===== src/rtl/bin2bcd_pkg.sv =====
// rtl/bin2bcd_pkg.sv - shared state encoding and constants for the binary-to-BCD converter
package bin2bcd_pkg;

    typedef enum logic [1:0] {
        IDLE  = 2'd0,
        SHIFT = 2'd1,
        DONE  = 2'd2
    } state_t;

    localparam logic [3:0] ADJ_THRESH = 4'd4;
    localparam logic [3:0] ADJ_ADDEND = 4'd3;

    // Counter must hold BIN_W itself, hence the +1.
    function automatic int cnt_width(input int bin_w);
        return $clog2(bin_w + 1);
    endfunction

endpackage


===== src/rtl/bcd_digit_adj.sv =====
// rtl/bcd_digit_adj.sv - add-3 correction for one BCD digit before the shift
module bcd_digit_adj
    import bin2bcd_pkg::*;
(
    input  logic [3:0] digit,
    output logic [3:0] adj
);

    assign adj = (digit > ADJ_THRESH) ? (digit + ADJ_ADDEND) : digit;

endmodule


===== src/rtl/bin2bcd_seq.sv =====
// rtl/bin2bcd_seq.sv - iterative shift-and-add-3 binary-to-BCD converter with saturation and blanking
module bin2bcd_seq
    import bin2bcd_pkg::*;
#(
    parameter int BIN_W      = 28,
    parameter int NUM_DIGITS = 4,
    parameter int SIGNED     = 0
) (
    input  logic                    clk,
    input  logic                    reset,
    input  logic                    in_valid,
    output logic                    in_ready,
    input  logic [BIN_W-1:0]        in_bin,
    output logic                    out_valid,
    output logic [4*NUM_DIGITS-1:0] out_bcd,
    output logic [NUM_DIGITS-1:0]   out_blank,
    output logic                    out_neg,
    output logic                    out_ovf,
    output logic                    busy
);

    localparam int CW    = cnt_width(BIN_W);
    localparam int BCD_W = 4 * NUM_DIGITS;
    localparam logic [NUM_DIGITS-1:0] BLANK_RST = ~NUM_DIGITS'(1);
    localparam logic [BCD_W-1:0]      ALL_NINES = {NUM_DIGITS{4'h9}};

    state_t                state;
    state_t                state_nxt;
    logic [CW-1:0]         cnt;
    logic [BIN_W-1:0]      mag;
    logic [BIN_W-1:0]      mag_in;
    logic                  neg_in;
    logic [BCD_W-1:0]      bcd;
    logic [BCD_W-1:0]      bcd_adj;
    logic                  ovf_sticky;
    logic                  neg;
    logic                  accept;
    logic                  shift_en;
    logic                  done_en;
    logic                  last_step;
    logic [NUM_DIGITS-1:0] blank_mask;
    logic                  zero_above;

    // Unary minus at BIN_W bits makes the most negative input come out exact.
    assign neg_in    = (SIGNED != 0) && in_bin[BIN_W-1];
    assign mag_in    = neg_in ? -in_bin : in_bin;
    assign last_step = (cnt == CW'(1));
    assign busy      = ~in_ready;

    for (genvar d = 0; d < NUM_DIGITS; d++) begin : g_adj
        bcd_digit_adj u_adj (
            .digit (bcd[4*d +: 4]),
            .adj   (bcd_adj[4*d +: 4])
        );
    end

    always_ff @(posedge clk) begin
        if (!reset) begin
            state <= IDLE;
        end else begin
            state <= state_nxt;
        end
    end

    always_comb begin
        state_nxt = state;
        in_ready  = 1'b0;
        accept    = 1'b0;
        shift_en  = 1'b0;
        done_en   = 1'b0;
        case (state)
            IDLE: begin
                in_ready = 1'b1;
                if (in_valid) begin
                    accept    = 1'b1;
                    state_nxt = SHIFT;
                end
            end
            SHIFT: begin
                shift_en = 1'b1;
                if (last_step) begin
                    state_nxt = DONE;
                end
            end
            DONE: begin
                done_en   = 1'b1;
                state_nxt = IDLE;
            end
            default: state_nxt = IDLE;
        endcase
    end

    // A digit is blank when it and every digit above it are zero; digit 0 always shows.
    always_comb begin
        blank_mask = '0;
        zero_above = 1'b1;
        for (int i = NUM_DIGITS - 1; i >= 0; i--) begin
            zero_above = zero_above && (bcd[4*i +: 4] == 4'd0);
            if (i != 0) begin
                blank_mask[i] = zero_above;
            end
        end
    end

    always_ff @(posedge clk) begin
        if (!reset) begin
            cnt        <= '0;
            mag        <= '0;
            bcd        <= '0;
            ovf_sticky <= 1'b0;
            neg        <= 1'b0;
            out_valid  <= 1'b0;
            out_bcd    <= '0;
            out_blank  <= BLANK_RST;
            out_neg    <= 1'b0;
            out_ovf    <= 1'b0;
        end else begin
            out_valid <= 1'b0;
            if (accept) begin
                mag        <= mag_in;
                neg        <= neg_in;
                bcd        <= '0;
                ovf_sticky <= 1'b0;
                cnt        <= CW'(BIN_W);
            end
            if (shift_en) begin
                bcd        <= {bcd_adj[BCD_W-2:0], mag[BIN_W-1]};
                mag        <= {mag[BIN_W-2:0], 1'b0};
                ovf_sticky <= ovf_sticky | bcd_adj[BCD_W-1];
                cnt        <= cnt - CW'(1);
            end
            if (done_en) begin
                out_valid <= 1'b1;
                out_neg   <= neg;
                if (ovf_sticky) begin
                    out_bcd   <= ALL_NINES;
                    out_blank <= '0;
                    out_ovf   <= 1'b1;
                end else begin
                    out_bcd   <= bcd;
                    out_blank <= blank_mask;
                    out_ovf   <= 1'b0;
                end
            end
        end
    end

endmodule


===== config.mk =====
export PLATFORM = sky130hd
export DESIGN_NAME = bin2bcd_seq
export DESIGN_NICKNAME = d
export VERILOG_FILES = /design/src/rtl/bin2bcd_pkg.sv /design/src/rtl/bcd_digit_adj.sv /design/src/rtl/bin2bcd_seq.sv
export SDC_FILE = /design/constraint.sdc
export NUM_CORES = 1
export LEC_CHECK = 0
export CAP_MARGIN = 10
export CORE_MARGIN = 4
export CORE_UTILIZATION = 58
export CTS_CLUSTER_DIAMETER = 120
export CTS_CLUSTER_SIZE = 40
export DETAILED_ROUTE_END_ITERATION = 8
export PLACE_DENSITY = 0.93
export SLEW_MARGIN = 10
export SYNTH_ARGS = -nofsm -noshare
export SYNTH_HDL_FRONTEND = slang
export SYNTH_SLANG_ARGS = --single-unit

===== constraint.sdc =====
create_clock -name clk -period 2.46 [get_ports clk]
set_clock_uncertainty 0.15 [all_clocks]
set_input_delay 0.492 -clock clk [delete_from_list [all_inputs] [get_ports clk]]
set_output_delay 0.492 -clock clk [all_outputs]
set_load 0.02 [all_outputs]

; Word-level counts from Yosys, hierarchy flattened
; Index checks and enable logic that the tools add are counted.
[totals]
reg_bits = 74
inputBits = 31
out_inout_bits = 25
word_cells = 60
[op_classes]
addsub = 5
magnitude_cmp = 4
eq_ne = 5
muxes = 24
n_bitwise = 3
reduce_logical = 9
[op_table]
columns = cell, n
row1 = $mux 28, 2
row2 = $mux 16, 3
row3 = $mux 4, 5
row4 = $add 4x2->4 const B, 4
row5 = $gt 4x3->1 const B, 4
row6 = $logic_not 4->1, 3
row7 = $mux 5, 2
row8 = $mux 1, 9
row9 = $eq 5x1->1 const B, 1
row10 = $sub 5x1->5 const B, 1
row11 = $mux 2, 2
row12 = $ne 2x2->1 const B, 2
row13 = $pmux 2 s2, 1
row14 = $eq 2x1->1 const B, 1
row15 = $eq 2x2->1 const B, 1
row16 = $logic_and 1x1->1, 2
row17 = $logic_not 2->1, 1
row18 = $not 1->1, 2
row19 = $reduce_and 2->1, 1
row20 = $reduce_bool 2->1, 1
row21 = $reduce_or 2->1, 1
row22 = $or 1x1->1, 1

; Logic depth before layout (Yosys ltp)
[depth]
depth_word = 4
depth_mapped = 6
depth_no_buf = 5

; Modules after synthesis
; Synthesis repeated with hierarchy kept, for this count alone.
[unflattened]
hier_cells = 400
area_unflattened_um2 = 3648.5
[by_module_without_submodules]
columns = module, instances, cells_per_inst, area_per_inst_um2, seq_area_each_um2
row1 = bin2bcd_seq, 1, 340, 3233.1, 1461.4
row2 = bcd_digit_adj, 4, 15, 103.8, 0.0

; Least setup slack after synthesis
; No wires, ideal clock.
[synth_timing]
path_kind = register to output
startpoint = register state[1]
endpoint = output port busy
arrival_ps = 1009
required_ps = 1818
path_slack_ps = 809
path_stages_with_launch = 4
path_buffers = 1
path_cell_list = dfxtp_1 -> clkbuf_1 -> nor2_1 -> inv_1
[synth_between]
elab_chain_len = 3
[synth_lines]
columns = item, line_no
row1 = from (decl), bin2bcd_seq.sv:27  ; state_t state;
row2 = from (signal assigned), bin2bcd_seq.sv:61  ; state <= state_nxt;
row3 = $logic_not 2->1, bin2bcd_seq.sv:71  ; case (state)
row4 = $mux 1, bin2bcd_seq.sv:71
row5 = net in_ready, bin2bcd_seq.sv:12  ; output logic in_ready,
row6 = $not 1->1, bin2bcd_seq.sv:48  ; assign busy = ~in_ready;
row7 = to (decl), bin2bcd_seq.sv:19  ; output logic busy
; The timed path passes the listed nets, and every way through them passes these cells.

; Final worst setup path
[layout_timing]
startpoint = register state[0]
endpoint = output port in_ready
[layout_between]
elab_chain_len = 2
[layout_lines]
columns = item, line_no
row1 = $logic_not 2->1, bin2bcd_seq.sv:71
row2 = $mux 1, bin2bcd_seq.sv:71
row3 = to (decl), bin2bcd_seq.sv:12
; Every way passes these cells.

==> results.sh <==
export IMPL_status="completed"
export IMPL_holdBufCountCts=0
export IMPL_insertion_delay_ps=340
export IMPL_crit_type="reg2out"
export IMPL_htreeDepth=3
export IMPL_yosysSeqAreaShare_pct=40.8
export IMPL_path_buf_inv=1
export IMPL_dieArea_um2=7500
export IMPL_tns_ps=0
export IMPL_synth_avg_cell_area_um2=8.87
export IMPL_hold_violations=0
export IMPL_crit_fanout=2
export IMPL_start_util_pct=60.2
export IMPL_num_antenna_cells=0
export IMPL_grt_usage_pct=22.4
export IMPL_gp_congestion=0.776
export IMPL_clk_pin_slew_worst_paths_ps=70
export IMPL_synth_area_leader_cell="dfxtp_1"
export IMPL_drt_iter0_markers=275
export IMPL_vias_per_cell=6.24
export IMPL_firstDrtPassIters=5
export IMPL_numPlacedInstances=505
export IMPL_required_ps=1820
export IMPL_cp_data_arrival_time_ps=1410
export IMPL_grt_max_degree=59
export IMPL_dieHeight_um=86.6
export IMPL_max_stage_delay_ps=630
export IMPL_cellPowerDensity_nw_per_um2=604
export IMPL_setup_violations=0
export IMPL_peakVddDrop_mv=0.407
export IMPL_num_vias=3245
export IMPL_cp_start_kind="flip-flop"
export IMPL_power_mw=2.59
export IMPL_cts_tree="done"
export IMPL_leakagePower_nw=1.60
export IMPL_crit_path_top_delay_cell="clkdlybuf4s50_1"
export IMPL_hold_class="reg2reg"
export IMPL_mostFrequentLayoutCells="73 x dfxtp_1, 52 x clkdlybuf4s50_1, 51 x o21ai_0, 30 x a21oi_1, 27 x o221ai_1"
export IMPL_cts_max_path_buffers=2
export IMPL_crit_path_end_kind="output pin"
export IMPL_yosys_warnings=0
export IMPL_setup_ws_ps=411
export IMPL_clock_sinks=73
export IMPL_root_buffer="clkbuf_8"
export IMPL_drc=0
export IMPL_cts_buffers=9
export IMPL_max_slew_margin_rel_pct=57.6
export IMPL_synth_area_um2=3580
export IMPL_area_growth_pct=19.5
export IMPL_fin_nets=478
export IMPL_dieWidth_um=86.6
export IMPL_fp_row_count=28
export IMPL_maxSlewViolCount=0
export IMPL_fin_crit_ps=2050
export IMPL_tightest_slew_ps=636
export IMPL_num_io_pins=56
export IMPL_drive_above_1_share_pct=6.52
export IMPL_port_buffers=53
export IMPL_fin_hold_ws_ps=309
export IMPL_synthTopCellsByArea="dfxtp_1 41%, o21ai_0 7.1%, o221ai_1 6.6%"
export IMPL_drt_wl_total_um=8200
export IMPL_cts_setup_buffers=0
export IMPL_ant_nets=0
export IMPL_grt_pass1_wl_um=13600
export IMPL_cap_violations=0
export IMPL_rsz0062_at_grt="false"
export IMPL_finalNonFillerCells=520
export IMPL_grt_overflow_total=0
export IMPL_dpl_worst_slack_ps=374
export IMPL_synth_cell_types=45
export IMPL_coreArea_um2=5960
export IMPL_dp_hpwl_um=5250
export IMPL_layout_commonest_cell="dfxtp_1"
export IMPL_crit_family="buffers and inverters"
export IMPL_ys_ff_latch=73
export IMPL_antenna_found_initial=0
export IMPL_netlist_area_leader_share_pct=40.8
export IMPL_postSynthCellCount=404
export IMPL_wl_per_cell_um=15.8
export IMPL_timing_final_crit_share_pct=83.3
export IMPL_fmax_mhz=488
export IMPL_ctsResizeCount=0
export IMPL_grt_pass1_vias=3031
export IMPL_crit_chain="nor2_1 -> clkdlybuf4s50_1"
-- cell usage after synthesis, drive strengths merged --
library cell  count
a21o              1
dfxtp            73
and3b             2
mux2i             6
o22ai             1
nand2            23
and3              1
a22o              1
o21bai            1
ha                6
or3              12
buf              25
o21ai            54
o221ai           27
or3b             26
nand2b            6
nor2b             7
or2               1
nor3              2
a32o              8
nand4             1
and2              3
nor4              1
nor3b             2
nor2              9
a22oi             4
o311a             2
o21ba             1
a21oi            30
nand3b            5
o311ai            1
clkbuf           14
inv              17
conb              1
o2bb2ai           4
o211a             1
a21boi           17
nand3             8
-- final timing paths --
path                            slack [ps]       start  depth (start not counted)          to
worst max-delay path                   410    state[0]                          2    in_ready
worst min-delay path                   310  out_bcd[5]                          2  out_bcd[5]
worst max register to register         680    state[1]                          4     bcd[11]
worst min register to register         310  out_bcd[5]                          2  out_bcd[5]
-- registers in the layout, indices dropped and copies added, names as in the netlist --
name / flops
cnt: 5
out_valid: 1
bcd: 16
ovf_sticky: 1
state: 2
out_bcd: 16
out_blank: 3
mag: 28
out_ovf: 1
-- report_power, final --
group | switching (mW) | total [mW] | internal [mW]
Sequential | 0.0429 | 1.28 | 1.24
Clock | 0.421 | 1.01 | 0.593
Combinational | 0.147 | 0.294 | 0.147
Total | 0.611 | 2.59 | 1.98
-- stage by stage --
stage | area (µm²) | utilization, %
after global routing | 4280 | 71.9
after detailed placement | 4070 | 68.4
after floorplan | 3590 | -
final | 4280 | 71.9
after global placement | 4070 | 68.4
after CTS | 4280 | 71.9
-- tightest hold or removal path: cells and delay by family, from the launching register on --
family	cells	cell delay [ps]
AND/OR/NAND/NOR	1	50
AO/OA/AOI/OAI	1	50
flip-flops	1	310
-- logic make-up (layout without fill, tap and decap cells) --
kind of cell	after synthesis	after routing	synth area share, %
other cells	1	2	0.105
mux	6	6	1.68
fa+ha+maj	6	6	2.09
flops	73	73	40.8
simple gates	109	109	18.7
buf+inv	56	96	8.17
compound gates	153	153	28.5
-- final cells by class --
class,instances,area (µm²)
Clock inverter,3,65.1
Tap cell,75,93.8
Sequential cell,73,1460
Fill cell,433,1670
Inverter,17,63.8
Clock buffer,12,145
Timing Repair Buffer,64,621
Multi-Input combinational cell,276,1830
-- routing by layer --
layer	vias up	share of wire, %	track usage (%)
met4	0	2.4	10.6
met1	1548	43	27.6
li1	1552	-	-
met5	-	0	0
met3	23	5.2	5.42
met2	122	50	36.6
No activity file was read; power rests on OpenSTA's default activity.
